===== config.mk =====
export PLATFORM = sky130hd
export DESIGN_NAME = traffic_safety_monitor
export DESIGN_NICKNAME = d
export VERILOG_FILES = /design/src/rtl/traffic_safety_monitor.sv
export SDC_FILE = /design/constraint.sdc
export NUM_CORES = 1
export LEC_CHECK = 0
export ABC_AREA = 1
export CAP_MARGIN = 20
export CELL_PAD_IN_SITES_DETAIL_PLACEMENT = 1
export CELL_PAD_IN_SITES_GLOBAL_PLACEMENT = 1
export CORE_MARGIN = 3
export CORE_UTILIZATION = 44
export CTS_CLUSTER_DIAMETER = 100
export DETAILED_ROUTE_END_ITERATION = 16
export PLACE_DENSITY_LB_ADDON = 0.15
export SLEW_MARGIN = 20
export SYNTH_ARGS = -nofsm -noshare
export SYNTH_HDL_FRONTEND = slang
export SYNTH_SLANG_ARGS = --single-unit

===== constraint.sdc =====
create_clock -name clk -period 5.4 [get_ports clk]
set_input_delay 0.81 -clock clk [delete_from_list [all_inputs] [get_ports clk]]
set_output_delay 0.81 -clock clk [all_outputs]
set_load 0.1 [all_outputs]

===== src/rtl/traffic_safety_monitor.sv =====
// Safety monitor between the traffic light sequencer and the lamp drivers.
// Passes lamp codes through one register stage; on any violation latches a fault and forces a safe pattern.
module traffic_safety_monitor #(
   parameter int unsigned MIN_GREEN  = 10,
   parameter int unsigned MIN_LEFT   = 5,
   parameter int unsigned MIN_RED    = 20,
   parameter int unsigned YELLOW_LEN = 2,
   parameter int unsigned BLINK_HALF = 4
) (
   input  logic       clk,
   input  logic       reset_n,
   input  logic [3:0] i_car_traffic,
   input  logic [1:0] i_walker_traffic,
   input  logic       i_fault_clr,
   output logic [3:0] o_car_lamp,
   output logic [1:0] o_walker_lamp,
   output logic       o_fault,
   output logic [2:0] o_fault_code
);

   localparam int unsigned CNT_W   = 7;
   localparam int unsigned BLINK_W = (2 * BLINK_HALF > 1) ? $clog2(2 * BLINK_HALF) : 1;

   localparam logic [CNT_W-1:0]   CNT_MAX    = {CNT_W{1'b1}};
   localparam logic [CNT_W-1:0]   YEL_CNT    = CNT_W'(YELLOW_LEN);
   localparam logic [BLINK_W-1:0] BLINK_LAST = BLINK_W'(2 * BLINK_HALF - 1);
   localparam logic [BLINK_W-1:0] BLINK_MID  = BLINK_W'(BLINK_HALF);

   localparam logic [3:0] C_RED  = 4'b1000;
   localparam logic [3:0] C_YEL  = 4'b0100;
   localparam logic [3:0] C_LEFT = 4'b0010;
   localparam logic [3:0] C_GRN  = 4'b0001;
   localparam logic [3:0] C_NONE = 4'b0000;
   localparam logic [1:0] W_RED  = 2'b10;
   localparam logic [1:0] W_GRN  = 2'b01;
   localparam logic [1:0] W_NONE = 2'b00;

   localparam logic [2:0] F_NONE     = 3'd0;
   localparam logic [2:0] F_ILLEGAL  = 3'd1;
   localparam logic [2:0] F_SEQ      = 3'd2;
   localparam logic [2:0] F_DWELL    = 3'd3;
   localparam logic [2:0] F_CONFLICT = 3'd4;

   typedef enum logic [2:0] {S_IDLE, S_GREEN, S_Y1, S_LEFT, S_Y2, S_RED, S_FAULT} state_t;

   state_t             r_state, w_state_nxt, w_phase_nxt;
   logic [CNT_W-1:0]   r_cnt, w_cnt_nxt, w_min;
   logic [BLINK_W-1:0] r_blink, w_blink_nxt;
   logic               r_first, w_first_nxt;
   logic [3:0]         w_car_nxt, w_cur_code, w_exp_code;
   logic [1:0]         w_walker_nxt;
   logic               w_fault_nxt;
   logic [2:0]         w_code_nxt;
   logic               w_is_yel, w_illegal, w_conflict, w_seq_err, w_dwell_err;

   // Per-phase expectations: code held in this phase, code of the legal successor, minimum dwell
   always_comb begin
      w_cur_code  = C_NONE;
      w_exp_code  = C_NONE;
      w_phase_nxt = r_state;
      w_min       = '0;
      case (r_state)
         S_GREEN: begin w_cur_code = C_GRN;  w_exp_code = C_YEL;  w_phase_nxt = S_Y1;    w_min = CNT_W'(MIN_GREEN); end
         S_Y1:    begin w_cur_code = C_YEL;  w_exp_code = C_LEFT; w_phase_nxt = S_LEFT;  end
         S_LEFT:  begin w_cur_code = C_LEFT; w_exp_code = C_YEL;  w_phase_nxt = S_Y2;    w_min = CNT_W'(MIN_LEFT); end
         S_Y2:    begin w_cur_code = C_YEL;  w_exp_code = C_RED;  w_phase_nxt = S_RED;   end
         S_RED:   begin w_cur_code = C_RED;  w_exp_code = C_GRN;  w_phase_nxt = S_GREEN; w_min = CNT_W'(MIN_RED); end
         default: ;
      endcase
   end

   assign w_is_yel   = (r_state == S_Y1) || (r_state == S_Y2);
   assign w_illegal  = !$onehot0(i_car_traffic) || (i_walker_traffic == 2'b11);
   assign w_conflict = ((i_walker_traffic == W_GRN) && (i_car_traffic != C_RED)) ||
                       ((i_walker_traffic == W_NONE) && (i_car_traffic != C_NONE) && (i_car_traffic != C_RED));

   // Next state, counters and registered lamp/fault values
   always_comb begin
      w_state_nxt  = r_state;
      w_cnt_nxt    = r_cnt;
      w_first_nxt  = r_first;
      w_blink_nxt  = r_blink;
      w_car_nxt    = i_car_traffic;
      w_walker_nxt = i_walker_traffic;
      w_fault_nxt  = o_fault;
      w_code_nxt   = o_fault_code;
      w_seq_err    = 1'b0;
      w_dwell_err  = 1'b0;

      if (r_state == S_FAULT) begin
         w_blink_nxt  = (r_blink == BLINK_LAST) ? '0 : r_blink + BLINK_W'(1);
         w_car_nxt    = (w_blink_nxt < BLINK_MID) ? C_YEL : C_NONE;
         w_walker_nxt = W_RED;
         if (i_fault_clr && (i_car_traffic == C_NONE) && (i_walker_traffic == W_NONE)) begin
            w_state_nxt  = S_IDLE;
            w_fault_nxt  = 1'b0;
            w_code_nxt   = F_NONE;
            w_car_nxt    = C_NONE;
            w_walker_nxt = W_NONE;
            w_blink_nxt  = '0;
            w_cnt_nxt    = '0;
            w_first_nxt  = 1'b0;
         end
      end else begin
         if (r_state == S_IDLE) begin
            if (i_car_traffic == C_GRN) begin
               w_state_nxt = S_GREEN; w_cnt_nxt = CNT_W'(1); w_first_nxt = 1'b1;
            end else if (i_car_traffic == C_YEL) begin
               w_state_nxt = S_Y2;    w_cnt_nxt = CNT_W'(1); w_first_nxt = 1'b1;
            end else if (i_car_traffic != C_NONE) begin
               w_seq_err = 1'b1;
            end
         end else if (i_car_traffic == C_NONE) begin
            w_state_nxt = S_IDLE; w_cnt_nxt = '0; w_first_nxt = 1'b0;
         end else if (i_car_traffic == w_cur_code) begin
            w_cnt_nxt = (r_cnt == CNT_MAX) ? r_cnt : r_cnt + CNT_W'(1);
            // Overstayed yellow is flagged on the cycle it happens, not when it ends
            if (w_is_yel && !r_first && (r_cnt == YEL_CNT)) w_dwell_err = 1'b1;
         end else if (i_car_traffic == w_exp_code) begin
            w_state_nxt = w_phase_nxt; w_cnt_nxt = CNT_W'(1); w_first_nxt = 1'b0;
            if (!r_first) w_dwell_err = w_is_yel ? (r_cnt != YEL_CNT) : (r_cnt < w_min);
         end else begin
            w_seq_err = 1'b1;
         end

         if (w_illegal || w_conflict || w_seq_err || w_dwell_err) begin
            w_state_nxt  = S_FAULT;
            w_fault_nxt  = 1'b1;
            w_code_nxt   = w_illegal ? F_ILLEGAL : w_conflict ? F_CONFLICT : w_seq_err ? F_SEQ : F_DWELL;
            w_blink_nxt  = '0;
            w_cnt_nxt    = '0;
            w_first_nxt  = 1'b0;
            w_car_nxt    = C_YEL;
            w_walker_nxt = W_RED;
         end
      end
   end

   always_ff @(posedge clk or negedge reset_n) begin
      if (!reset_n) begin
         r_state       <= S_IDLE;
         r_cnt         <= '0;
         r_blink       <= '0;
         r_first       <= 1'b0;
         o_car_lamp    <= C_NONE;
         o_walker_lamp <= W_NONE;
         o_fault       <= 1'b0;
         o_fault_code  <= F_NONE;
      end else begin
         r_state       <= w_state_nxt;
         r_cnt         <= w_cnt_nxt;
         r_blink       <= w_blink_nxt;
         r_first       <= w_first_nxt;
         o_car_lamp    <= w_car_nxt;
         o_walker_lamp <= w_walker_nxt;
         o_fault       <= w_fault_nxt;
         o_fault_code  <= w_code_nxt;
      end
   end

endmodule

==> Yosys cells after proc, flatten, opt, wreduce, memory -nomap -nowiden <==
Index checks and enable logic that the tools add are counted.
W data, S select, Z words.
{ "classes": {"mux": 66, "n_bitwise": 0, "eq_ne": 21, "n_div": 0, "n_shift": 0, "reduce_logical": 29, "n_addsub": 5, "magnitude_cmp": 3, "multipliers": 0} }
{ "ops": {"columns": ["op", "n"], "rows": [
  ["$mux W7", 10],
  ["$mux W3", 19],
  ["$pmux W4 S4", 2],
  ["$mux W1", 28],
  ["$pmux W3 S5", 1],
  ["$pmux W5 S3", 1],
  ["$eq A3 B3 Y1 const B", 4],
  ["$reduce_bool A9 Y1", 1],
  ["$eq A4 B4 Y1", 2],
  ["$mux W4", 2],
  ["$reduce_and A4 Y1", 2],
  ["$add A7 B1 Y7 const B", 1],
  ["$eq A7 B2 Y1 const B", 1],
  ["$eq A7 B7 Y1 const B", 1],
  ["$logic_and A1 B1 Y1", 7],
  ["$lt A7 B7 Y1", 1],
  ["$ne A7 B2 Y1 const B", 1],
  ["$eq A3 B2 Y1 const B", 2],
  ["$logic_or A1 B1 Y1", 6],
  ["$mux W2", 3],
  ["$ne A6 B5 Y1 const B", 1],
  ["$reduce_bool A6 Y1", 1],
  ["$ne A5 B2 Y1 const B", 1],
  ["$ne A5 B4 Y1 const B", 1],
  ["22 further kinds", 25]
]} }
{ "word_totals": {"latch_bits": 0, "memories": 0, "elab_cells": 132, "out_inout_bits": 10, "input_bits": 9, "mem_bits_rw": 0, "mem_bits_ro": 0, "ff_bits": 24} }

==> Depth between registers and ports, before layout <==
Gate-level depths: netlist (run 1).
{ "logic_depth": {"ltp_word": 14, "mapped_depth": 16, "depth_no_buf": 16} }

==> Worst setup path before layout (run 1) <==
OpenSTA, ideal clock, no wires.
{ "synth_path": {"path_kind": "in2reg", "from": "in i_car_traffic[0]", "to": "reg r_state[1]", "cell_stages": 11, "n_path_buf": 0, "slack_ns": 2.947, "setup_time_ns": 0.116, "arrival_time_ns": 2.337, "required_time_ns": 5.284, "cell_sequence": "fa_1 > a21oi_1 > o21ai_0 > nor2_1 > inv_1 > a21oi_4 > nand2_1 > nand2_2 > nand2_1 > nand2_1 > nand2_1"} }
{ "synth_between": {"elab_chain_cells": 10, "elab_cells_between_ends": 45, "classes_between": "2 x add/sub; 1 x order compare; 8 x eq/ne; 18 x mux; 16 x reduce/logical"} }
{ "synth_lines": {"columns": ["element", "line", "source"], "rows": [
  ["from (decl)", "12", "input logic [3:0] i_car_traffic,"],
  ["$add A1 B1 Y2 (not written as such) (tied with other cells)", "73", "assign w_illegal = !$onehot0(i_car_traffic) || (i_walker_traffic == 2'b11);"],
  ["$add A2 B2 Y3 (not written as such) (tied with other cells)", "73", null],
  ["$le A3 B1 Y1 (not written as such) (tied with other cells)", "73", null],
  ["$logic_not A1 Y1 (tied with other cells)", "73", null],
  ["$logic_or A1 B1 Y1 / $mux W1 (equally long branches)", "73, 105", null],
  ["$logic_or A1 B1 Y1 / $mux W1 (equally long branches)", "126, 90", null],
  ["$logic_or A1 B1 Y1 (2 in series)", "126", "if (w_illegal || w_conflict || w_seq_err || w_dwell_err) begin"],
  ["$ne A5 B2 Y1 (no line) (tied with other cells)", null, null],
  ["$reduce_and A5 Y1 (no line) / $mux W3 (equally long branches)", null, null],
  ["to (signal assigned)", "150", "r_state <= w_state_nxt;"],
  ["to (decl)", "46", "state_t r_state, w_state_nxt, w_phase_nxt;"]
]} }
Several ways; a longest one is shown, not always the timed one. The select of a mux whose other input is x is not followed.
A chain may end at the register's enable or synchronous reset.

==> Final worst setup path (run 1) <==
{ "layout_path": {"from": "in i_car_traffic[1]", "to": "reg r_state[1]"} }
Same word-level chain as after synthesis.

==> results of run 1 <==
[registers in the layout, indices dropped and copies added (netlist names)]
name / flops
r_blink: 3
r_first: 1
o_car_lamp: 4
o_fault: 1
r_cnt: 7
o_fault_code: 3
o_walker_lamp: 2
r_state: 3
[final timing paths]
check	from	to	slack, ns	cells after the start
worst max-delay path	i_car_traffic[1]	r_state[1]	2.20	15
worst min-delay path	o_fault_code[2]	o_fault_code[2]	0.49	2
worst max register to register	r_state[0]	r_state[1]	2.64	15
worst min register to register	o_fault_code[2]	o_fault_code[2]	0.49	2
max in group asynchronous	reset_n	o_walker_lamp[0]	4.52	1
min in group asynchronous	reset_n	r_cnt[0]	0.52	1
[cell usage in the layout (no fill, tap or decap), types with 5 or more instances in the layout]
cell              n
inv_1            23
nand2_1          87
nand2_2           5
clkdlybuf4s50_1  17
a21oi_1           6
nor2_1           29
dfrtp_1          24
nand4_1           6
ha_1             10
nand3_1          21
o21ai_0           8
[cell families (layout without fill, tap and decap cells)]
| family | count (synthesis) | after routing | share of synthesized area |
|---|---|---|---|
| adder cells (fa/ha/maj) | 11 | 11 | 0.08000 |
| AO/OA/AOI/OAI | 21 | 21 | 0.07312 |
| buffers and inverters | 29 | 48 | 0.07379 |
| XOR/XNOR | 4 | 4 | 0.01931 |
| AND/OR/NAND/NOR | 165 | 165 | 0.4228 |
| flip-flops | 24 | 24 | 0.3310 |
[metrics by stage]
| step | worst slack, ns | total power, mW | cells |
|---|---|---|---|
| 2_1_floorplan | 2.947 | 0.6604 | 254 |
| 3_3_place_gp | 1.963 | 0.7723 | 317 |
| 3_5_place_dp | 1.976 | 0.7811 | 317 |
| 4_1_cts | 2.214 | 0.9445 | 321 |
| 5_1_grt | 1.944 | 1.009 | 321 |
| 6_report | 2.197 | 0.9403 | 321 |
[power by group]
part / total (mW) / internal (mW) / switching (mW)
Combinational: 0.521 / 0.131 / 0.390
Clock: 0.161 / 0.0992 / 0.0615
Sequential: 0.259 / 0.214 / 0.0448
[worst reg2reg max path: cells and delay by family, from the launching register on]
family	cells	cell delay, ns
DFF	1	0.66
adders and majority gates	1	0.32
and+or+nand+nor	9	1.16
buffers and inverters	2	0.22
AOI/OAI and AO/OA	3	0.37
[cell type report]
cell class,instances,area (um2)
fill,495,1739
multi-input combinational,201,1080
sequential,24,600.6
timing repair buffer,18,175.2
inverter,26,100.1
tap,48,60.06
clock buffer,3,41.29
clock inverter,1,30.03
[per-layer routing]
metal  vias up  routed length [um]  global-route usage
li1        858                   -                   -
met1       823                2438              0.3142
met2        21                2532              0.3704
met3         6                  77             0.02158
met4         0                  46             0.04468
met5         -                   0                   0
==> impl_metrics.ini, run 1 <==
[clock_tree]
path_clk_slew_ns = 0.09
clk_latency_ns = 0.27
ctsHoldBuffers = 0
cts_made_buffers = 3
cts_resized = 0
cts_tree = yes
cts_root_buf = clkbuf_8
cts.sinks = 24
htree_levels = 1
cts_buffer_depth = 2
cts_setup_buffers = 0

[power]
cellPowerDensity_nw_per_um2 = 450.5
ir_drop_mv = 0.3375
total_leakage_power_nw = 1.097

[logic_synthesis]
yosysTopAreaCell = dfrtp_1
synth_area_um2 = 1814
ys_types = 31
yosys_most_used_dff = dfrtp_1
synth_edf_count = 0
yosys_warnings = 0
synth_nets = 274
synth_seq_cells = 24
async_reset_ff_frac = 1.000
ys_seq_area_frac = 0.3310
synth_common_cells = 87 x nand2_1, 29 x nor2_1, 24 x dfrtp_1, 23 x inv_1, 21 x nand3_1
yosysMostFrequentCell = nand2_1
syn_area_per_cell_um2 = 7.143
synth.area.top_cells = dfrtp_1 33%, nand2_1 18%, ha_1 6.9%
synth_top_cell_area_share = 0.3310
syn_inst = 254

[die]
coreArea_um2 = 3826
die_y_um = 70.21
rows = 22
die-area_um2 = 4929
dieWidth_um = 70.21
ios = 19
start_util = 0.4742

[worst_setup_path]
path_cells = clkdlybuf4s50_1 > inv_1 > ha_1 > inv_1 > nor2_1 > nand2_1 > nand2_1 > or2_2 > nor2_1 > nand3_2 > nand3_4 > inv_1 > nor2_1 > nand2_1 > nand2_1
worstSetupEndpointType = flop
worstPathArrival_ns = 3.42
crit_buf_inv = 4
cp.required_ns = 5.61
path_delay_family = simple AND/OR/NAND/NOR gates
cpMaxStageDelayCell = clkdlybuf4s50_1
cp-start-kind = input port
crit_top_cell = nand2_1
slowest_delay_ns = 0.57
crit_type = input port to flop
worstPathMaxFanout = 8

[placement]
dpl.hpwl_um = 4102
port_buffers = 18
place_area_um2 = 2021
gp_congestion = 0.8697

[layout]
postLayoutCoreUtil = 0.5455
final_layout_size_suffix_gt1_frac = 0.09524
n_antenna_cell = 0
nNetsFinal = 294
syn2layout_area_growth_pct = 15.03
final_cell_area_um2 = 2087

[sta]
fmaxAchievable_mhz = 312.2
fin_crit_sh = 0.5932
tns_ns = 0
whs_ns = 0.4912
fin_crit_ns = 3.203
setup_viol = 0
tightest_slew_ns = 0.9788
grt_setup_unrepaired = false
hold_viol = 0
final_max_slew_viol_count = 0
finalClockSkew_ns = 0.004134
slew_headroom = 0.3454

[drt]
finalWirelength_um = 5096
vias = 1708
ant_nets = 0
drc = 0
viasPerCell = 5.321
avgRoutedWirePerCell_um = 15.88
firstDrtPassIters = 4
drt_iter0_markers = 78

[grt]
grt_usage = 0.2226
grt_max_degree = 25
grt_pass1_vias = 1821
grt_pass1_wl_um = 8859
antenna_found_initial = 0
gr-total-overflow = 0

[status]
status = complete, no violations

[job]
maxCapViolCount = 0

[min_path]
min_path_type = flop to flop
Power figures use the tool's default switching activity.
==> run 2, diff against run 1 <==
--- a/config.mk
+++ b/config.mk
@@ -10,7 +10,7 @@
 export CELL_PAD_IN_SITES_DETAIL_PLACEMENT = 1
 export CELL_PAD_IN_SITES_GLOBAL_PLACEMENT = 1
 export CORE_MARGIN = 3
-export CORE_UTILIZATION = 44
+export CORE_UTILIZATION = 41
 export CTS_CLUSTER_DIAMETER = 100
 export DETAILED_ROUTE_END_ITERATION = 16
 export PLACE_DENSITY_LB_ADDON = 0.15
==> constraint.sdc (replaced) <==
create_clock -name clk -period 3.3 [get_ports clk]
set_input_delay 0.495 -clock clk [delete_from_list [all_inputs] [get_ports clk]]
set_output_delay 0.495 -clock clk [all_outputs]
set_load 0.1 [all_outputs]
==> run 2 against run 1 <==
  * Power up 65%
  * Core utilization is 3.8 points lower
  * Sequential share of layout area fell by 0.21 points
  * Clock-buffer cell count unchanged
  * Via count rose by 2.5%
  * First-iteration DRC count increased by 12%
  * Routed wire length is 0.86% higher
  * Combinational power increased by 65%
  * Hold slack worse by 0.0066 ns
  * Sequential power grew 64%
  * Global-route usage decreased by 0.85 points
  * Critical path type unchanged
==> impl_metrics.ini, run 2 (same netlist as run 1, synthesis figures left out) <==
[layout]
postLayoutCoreUtil = 0.5072
final_cell_area_um2 = 2102
final_cell_mix = 87 x nand2_1, 29 x nor2_1, 24 x dfrtp_1
nNetsFinal = 295
largest_reg_flops = 7
final_cells = 324
largest_registers = r_cnt (7), o_car_lamp (4)
n_antenna_cell = 0
final_common_cell = nand2_1
top_register = r_cnt
final_layout_size_suffix_gt1_frac = 0.09489
syn2layout_area_growth_pct = 15.86

[placement]
gp_congestion = 0.8911
port_buffers = 18
placedCellCount = 320
dp_slack_ns = 0.1413
dpl.hpwl_um = 4011
place_area_um2 = 2031

[sta]
final_max_slew_viol_count = 0
slew_headroom = 0.3472
hold_viol = 0
fmaxAchievable_mhz = 349.1
finalClockSkew_ns = 0.005145
tightest_slew_ns = 0.9761
worst_slack_ns = 0.4356
fin_crit_ns = 2.864
setup_viol = 0
tns_ns = 0
whs_ns = 0.4847
fin_crit_sh = 0.8680
grt_setup_unrepaired = false

[status]
status = complete, no violations

[worst_setup_path]
slowest_delay_ns = 0.57
cp-start-kind = input port
crit_buf_inv = 3
startpoint = i_car_traffic[1]
cp.required_ns = 3.45
rr_worst_depth = 14
worstPathMaxFanout = 7
r2r-end = o_fault_code[1]
worstSetupEndpointType = flop
crit_type = input port to flop
r2r_slack_ns = 0.60
r2r_start = r_state[0]
cpMaxStageDelayCell = clkdlybuf4s50_1
path_delay_family = simple AND/OR/NAND/NOR gates
worstPathArrival_ns = 3.01
crit_top_cell = nand2_1
path_cells = clkdlybuf4s50_1 > inv_1 > ha_1 > inv_1 > nor2_1 > nand2_1 > nand2_1 > or2_2 > nor2_1 > nand3_2 > nand3_2 > nand2_1 > nand2_1 > o21ai_0

[die]
ios = 19
coreArea_um2 = 4144
start_util = 0.4378
die-area_um2 = 5259
rows = 23
dieWidth_um = 72.52
die_y_um = 72.52

[clock_tree]
cts_made_buffers = 3
cts_tree = yes
clk_latency_ns = 0.27
cts.sinks = 24
htree_levels = 1
path_clk_slew_ns = 0.09
cts_setup_buffers = 0
cts_resized = 0
ctsHoldBuffers = 0
cts_buffer_depth = 2
cts_root_buf = clkbuf_8

[grt]
antenna_found_initial = 0
grt_max_degree = 25
gr-total-overflow = 0
grt_pass1_vias = 1809
grt_pass1_wl_um = 8811
grt_usage = 0.2140

[drt]
vias = 1750
finalWirelength_um = 5140
firstDrtPassIters = 4
drc = 0
avgRoutedWirePerCell_um = 15.86
ant_nets = 0
viasPerCell = 5.401
drt_iter0_markers = 87

[power]
power.switching_mw = 0.8184
p_total_mw = 1.547
netSwitchingFraction = 0.5290
pwr-share-clk = 0.170
cellPowerDensity_nw_per_um2 = 736.0
p_seq_frac = 0.274
total_leakage_power_nw = 1.102
p_int_mw = 0.7287
comb_power_share = 0.556
ir_drop_mv = 0.4975

[min_path]
holdPathStages = 2
min_path_type = flop to flop
hold_path_end = o_fault_code[2]
min_from = o_fault_code[2]

[job]
maxCapViolCount = 0
-- run 2: power groups by stage --
stage | clock, mW | sequential [mW] | combinational [mW]
finish | 0.263 | 0.425 | 0.860
CTS | 0.272 | 0.423 | 0.863
detailed placement | 0 | 0.430 | 0.851
floorplan | 0 | 0.597 | 0.484
global placement | 0 | 0.427 | 0.839
global route | 0.283 | 0.432 | 0.941
-- run 2: metal layers --
layer  vias to the layer above  global-route usage  share of wire
met5                         -                   0              0
met4                         0             0.06352          0.020
met3                        10             0.02909          0.025
met2                        26              0.3487           0.49
met1                       851              0.2952           0.47
li1                        863                   -              -
-- run 2: area by class of cell --
| cell class | instances | area [um2] |
|---|---|---|
| flip-flops and latches | 24 | 600.6 |
| well taps | 50 | 62.56 |
| clock buffers | 3 | 41.29 |
| multi-input cells | 201 | 1080 |
| inverters | 26 | 100.1 |
| fillers | 550 | 2042 |
| clock inverters | 1 | 30.03 |
| repair buffers | 19 | 187.7 |
-- run 2: worst max-delay path by stage --
| stage | end | slack, ns | cells after the start |
|---|---|---|---|
| final | o_fault_code[1] | 0.44 | 14 |
| after global placement | o_fault_code[1] | 0.14 | 14 |
| after global routing | o_fault_code[1] | 0.15 | 14 |
| after detailed placement | o_fault_code[1] | 0.14 | 14 |
| after CTS | o_fault_code[1] | 0.42 | 14 |
| after floorplan | r_state[1] | 1.16 | 11 |
-- run 2: tightest hold or removal path, cell delays in order, from the launching register on --
cell and delay [ns]:
dfrtp_1 0.36, nand2_1 0.05, nand2_1 0.05
